<file path="config.mk">
export PLATFORM = sky130hd
export DESIGN_NAME = metro_turnstile_ctrl
export DESIGN_NICKNAME = d
export VERILOG_FILES = /design/src/rtl/turnstile_pkg.sv /design/src/rtl/turnstile_timer.sv /design/src/rtl/metro_turnstile_ctrl.sv
export SDC_FILE = /design/constraint.sdc
export NUM_CORES = 1
export LEC_CHECK = 0
export ABC_CLOCK_PERIOD_IN_PS = 2300
export BUFFER_PORTS_ARGS = -buffer_cell sky130_fd_sc_hd__buf_2
export CORE_ASPECT_RATIO = 0.8
export CORE_MARGIN = 4
export CORE_UTILIZATION = 24
export DETAILED_ROUTE_END_ITERATION = 16
export GPL_TIMING_DRIVEN = 0
export PLACE_DENSITY = 0.45
export SLEW_MARGIN = 20
export SYNTH_ARGS = -nofsm -noshare
export SYNTH_HDL_FRONTEND = slang
export SYNTH_HIERARCHICAL = 1
export SYNTH_SLANG_ARGS = --single-unit
</file>
<file path="constraint.sdc">
create_clock -name clk -period 2.3 [get_ports clk]
set_input_delay 0.115 -clock clk [delete_from_list [all_inputs] [get_ports clk]]
set_output_delay 0.115 -clock clk [all_outputs]
set_load 0.05 [all_outputs]
</file>
<file path="src/rtl/turnstile_pkg.sv">
// Shared state encoding, default code window and counter-width helper for the
// metro turnstile lane controller.
package turnstile_pkg;

  typedef enum logic [2:0] {
    S_IDLE     = 3'd0,
    S_CHECK    = 3'd1,
    S_GRANT    = 3'd2,
    S_DENIED   = 3'd3,
    S_LOCKOUT  = 3'd4
  } state_t;

  localparam int DEF_CODE_MIN = 4;
  localparam int DEF_CODE_MAX = 11;

  // Bits needed to hold values 0..n, never less than one bit.
  function automatic int cnt_w(input int n);
    return (n < 1) ? 1 : $clog2(n + 1);
  endfunction

endpackage

</file>
<file path="src/rtl/turnstile_timer.sv">
// Clear/enable up-counter that holds at its terminal count instead of wrapping.
module turnstile_timer #(
  parameter int W = 6
) (
  input  logic         clk,
  input  logic         rst,
  input  logic         clr,
  input  logic         en,
  input  logic [W-1:0] term,
  output logic [W-1:0] count,
  output logic         done
);

  assign done = (count == term);

  always_ff @(posedge clk) begin
    if (rst || clr) begin
      count <= '0;
    end else if (en && !done) begin
      count <= count + W'(1);
    end
  end

endmodule

</file>
<file path="src/rtl/metro_turnstile_ctrl.sv">
// One-lane gate controller: code range check, timed door release with early
// close on passage, consecutive-reject lockout and sticky forced-passage alarm.
module metro_turnstile_ctrl
  import turnstile_pkg::*;
#(
  parameter int CODE_W         = 4,
  parameter int CODE_MIN       = DEF_CODE_MIN,
  parameter int CODE_MAX       = DEF_CODE_MAX,
  parameter int OPEN_CYCLES    = 16,
  parameter int MAX_FAIL       = 3,
  parameter int LOCKOUT_CYCLES = 32
) (
  input  logic              clk,
  input  logic              rset,
  input  logic              validate_code,
  input  logic [CODE_W-1:0] access_code,
  input  logic              pass_sensor,
  input  logic              alarm_clr,
  output logic              open_access_door,
  output logic              denied,
  output logic              locked_out,
  output logic              alarm,
  output logic [2:0]        state_out
);

  localparam int TW = cnt_w((OPEN_CYCLES > LOCKOUT_CYCLES) ? OPEN_CYCLES : LOCKOUT_CYCLES);
  localparam int FW = cnt_w(MAX_FAIL);
  localparam logic [CODE_W-1:0] MIN_C     = CODE_W'(CODE_MIN);
  localparam logic [CODE_W-1:0] MAX_C     = CODE_W'(CODE_MAX);
  localparam logic [TW-1:0]     OPEN_TERM = TW'(OPEN_CYCLES - 1);
  localparam logic [TW-1:0]     LOCK_TERM = TW'(LOCKOUT_CYCLES - 1);

  if (CODE_MIN < 0 || CODE_MIN > CODE_MAX || CODE_MAX >= (1 << CODE_W) ||
      OPEN_CYCLES < 1 || MAX_FAIL < 1 || LOCKOUT_CYCLES < 1) begin : g_bad_params
    $error("metro_turnstile_ctrl: illegal parameter combination");
  end

  state_t            state;
  logic [CODE_W-1:0] code_q;
  logic [FW-1:0]     fail_cnt;
  logic [TW-1:0]     tmr_count;
  logic [TW-1:0]     tmr_term;
  logic              tmr_run;
  logic              tmr_done;
  logic              in_range;
  logic              last_fail;

  assign in_range  = (code_q >= MIN_C) && (code_q <= MAX_C);
  assign last_fail = (int'(fail_cnt) + 1 == MAX_FAIL);

  // Timer sits at zero outside the two timed states, so each entry starts from 0.
  assign tmr_run  = (state == S_GRANT) || (state == S_LOCKOUT);
  assign tmr_term = (state == S_GRANT) ? OPEN_TERM : LOCK_TERM;

  turnstile_timer #(.W(TW)) u_timer (
    .clk   (clk),
    .rst   (rset),
    .clr   (!tmr_run),
    .en    (tmr_run),
    .term  (tmr_term),
    .count (tmr_count),
    .done  (tmr_done)
  );

  always_ff @(posedge clk) begin
    if (rset) begin
      state    <= S_IDLE;
      code_q   <= '0;
      fail_cnt <= '0;
    end else begin
      case (state)
        S_IDLE: begin
          if (validate_code) begin
            code_q <= access_code;
            state  <= S_CHECK;
          end
        end
        S_CHECK: begin
          if (in_range) begin
            state    <= S_GRANT;
            fail_cnt <= '0;
          end else if (last_fail) begin
            state    <= S_LOCKOUT;
            fail_cnt <= '0;
          end else begin
            state    <= S_DENIED;
            fail_cnt <= fail_cnt + FW'(1);
          end
        end
        S_GRANT:   if (pass_sensor || tmr_done) state <= S_IDLE;
        S_DENIED:  state <= S_IDLE;
        S_LOCKOUT: if (tmr_done) state <= S_IDLE;
        default:   state <= S_IDLE;
      endcase
    end
  end

  // Set dominates clear when both arrive together.
  always_ff @(posedge clk) begin
    if (rset) begin
      alarm <= 1'b0;
    end else if (pass_sensor && (state != S_GRANT)) begin
      alarm <= 1'b1;
    end else if (alarm_clr) begin
      alarm <= 1'b0;
    end
  end

  assign open_access_door = (state == S_GRANT);
  assign denied           = (state == S_DENIED);
  assign locked_out       = (state == S_LOCKOUT);
  assign state_out        = state;

endmodule

</file>
==> metrics.yaml <==
sta:
  clock_skew_ps: 1.41
  max_freq_mhz: 470
  setup_ws_ps: 173
  worstMarginPinSlew_ps: 716
  fin_crit_ps: 2130
  rsz0062_at_grt: "false"
  final.setup.tns_ps: 0
  period_share_pct: 92.5
  finalHoldViolCount: 0
  relSlewSlack_pct: 51.6
  setup_viol: 0
  drv_slew: 0
logic_synthesis:
  synth-edff-count: 0
  yosysWarningCount: 6
  async_flop_share_pct: 0
  synthCells: 92
  seq_area_frac_synth_pct: 36.4
  synth-seq-cells: 14
  syn_area_per_cell_um2: 8.36
  synth_area_leaders: "dfxtp_1 36%, xnor2_1 5.7%, or4_1 4.9%, a21oi_1 4.6%, xor2_1 4.6%"
  synth_top_area_share_pct: 36.4
  synthesis.area_um2: 769
  ys_types: 32
  synth_ff_type: "dfxtp_1"
  synth_commonest_cells: "14 x dfxtp_1, 9 x nand2_1, 9 x nor2_1"
  yosysMostFrequentCell: "dfxtp_1"
  yosys.area.top_type: "dfxtp_1"
die:
  start_util_pct: 24.9
  die_height_um: 58.6
  io_pins: 16
  dieArea_mm2: 0.00418
  num_rows: 18
  dieWidth_um: 71.3
  core_mm2: 0.00309
place:
  pre_cts_ws_ps: -212
  gp_congestion: 0.783
  hpwl_mm: 1.29
  dp.cells: 148
  portBuffers: 13
drt:
  wl_per_cell_um: 11.0
  drt_wl_total_mm: 1.68
  drc: 0
  num_vias: 703
  via_per_inst: 4.59
  detail-route-antenna-nets: 0
  drtPass1Iterations: 4
  drtIter0Drc: 15
setup_path:
  ff2ff_setup_slack_ps: 170
  criticalPathCategory: "flip-flop to flip-flop"
  cp-endpoint: "u_timer/count[5]"
  startpoint: "state_out[0]"
  crit_fanout: 10
  crit_chain: "buf_2 > or3b_4 > xnor2_1 > nand2_2 > o41ai_4 > buf_4 > or4_1 > a21oi_1"
  worstPathArrival_ps: 2300
  cp-start-kind: "flip-flop"
  rr_worst_depth: 8
  cp-end-kind: "flip-flop"
  crit_slowest_cell: "or4_1"
  cpPeakStageDelay_ps: 490
  rr_startpoint: "state_out[0]"
  critPathRequiredTime_ps: 2480
  r2r-end: "u_timer/count[5]"
clocking:
  cts_tree: "built"
  worstSkewPairLatency_ps: 240
  numClockSinks: 14
  ctsHtreeMaxLevel: 1
  cts.path.max_buffers: 2
  cts_made_buffers: 3
  clkTransAtPathRegs_ps: 60
  root_buffer: "clkbuf_8"
  cts_hold_repair.buffers: 0
min_path:
  hold_depth: 3
  hp-class: "primary input to flip-flop"
grt:
  grt_pass1_vias: 648
  grt_usage_pct: 8.90
  antenna_found_initial: 0
  grt_max_degree: 11
  grt-ovfl-total: 0
  grt_pass1_wl_mm: 2.90
final_layout:
  fillers: 328
  fin_util_pct: 32.1
  nets: 125
  antenna-diode-count: 0
  area_growth_syn_to_layout_pct: 28.8
  drive_above_1_share_pct: 26.5
  instances_no_fill: 153
flow_run:
  timing.max_cap.violations: 0
power_and_ir_drop:
  ir_drop_v: 0.000257
  power_leakage_nw: 0.386
  total_power_mw: 0.607
  power_density_mw_per_mm2: 612
status:
  status: "completed"
[per-layer routing]
layer	global-route usage [%]	part of all wire, %	vias up	wire length, um
li1	-	-	370	-
met1	12.4	54	315	904
met2	11.9	41	14	690
met3	2.73	3.1	4	52
met4	5.36	2.1	0	36
met5	0	0	-	0
[flip-flops by register name, summed over array words and instances, names as in the netlist]
signal and cells:
fail_cnt 2, state_out 3, u_timer/count 6, alarm 1, code_q 2
[worst min path at each step]
stage	from	endpoint	slack [ps]
finish	access_code[2]	code_q[2]	120
detailed placement	access_code[2]	code_q[2]	380
floorplan	pass_sensor	alarm	250
global placement	access_code[2]	code_q[2]	360
CTS	access_code[2]	code_q[2]	120
global route	access_code[3]	code_q[3]	130
[power by group]
group / internal, mW / total, mW / switching, mW
Clock: 0.116 / 0.201 / 0.0850
Sequential: 0.256 / 0.267 / 0.0113
Combinational: 0.0527 / 0.139 / 0.0863
[stage by stage]
step / area [um2] / hold slack (ps)
after global placement: 900 / 364
after floorplan: 785 / 254
after detailed placement: 900 / 377
after global routing: 991 / 133
after CTS: 967 / 123
final: 991 / 118
[worst max-delay path, delay by kind of cell (launching register included)]
kind | cells | cell delay (ps)
DFF | 1 | 320
buffers and inverters | 2 | 320
xor gates and xnor gates | 1 | 150
AOI/OAI and AO/OA | 2 | 240
and+or+nand+nor | 3 | 1030
[logic make-up (layout without fill, tap and decap cells)]
| family | after synthesis | after routing | share of synthesized area (%) |
|---|---|---|---|
| other | 2 | 5 | 0.976 |
| AO/OA/AOI/OAI | 18 | 18 | 15.0 |
| adder cells (fa/ha/maj) | 1 | 1 | 1.63 |
| buffers and inverters | 5 | 23 | 3.41 |
| AND/OR/NAND/NOR | 41 | 41 | 29.8 |
| XOR/XNOR | 9 | 9 | 10.2 |
| flip-flops | 14 | 14 | 36.4 |
| multiplexers | 2 | 2 | 2.60 |
[final cells by class]
| cell class | instances | area, um2 | area share, % |
|---|---|---|---|
| multi-input cells | 76 | 509 | 51.4 |
| flip-flops and latches | 14 | 284 | 28.7 |
| repair buffers | 15 | 80.1 | 8.08 |
| well taps | 40 | 50.0 | 5.05 |
| clock buffers | 3 | 41.3 | 4.17 |
| plain buffers | 2 | 15.0 | 1.52 |
| inverters | 3 | 11.3 | 1.14 |
[cell usage in the layout (no fill, tap or decap), types with 4 or more instances in the layout]
| cell | count |
|---|---|
| xor2_1 | 4 |
| a21oi_1 | 7 |
| nand2_1 | 8 |
| buf_2 | 14 |
| nor2_1 | 9 |
| or4_1 | 5 |
| xnor2_1 | 5 |
| dfxtp_1 | 11 |
| conb_1 | 5 |
| o21ai_0 | 4 |
[what timing repair did]
| item | CTS | global route |
|---|---|---|
| pin swaps | 0 | 1 |
| setup endpoints to repair | 8 | 7 |
| setup buffers | 0 | 2 |
| gates resized for setup | 4 | 3 |
Power figures use the tool's default switching activity.
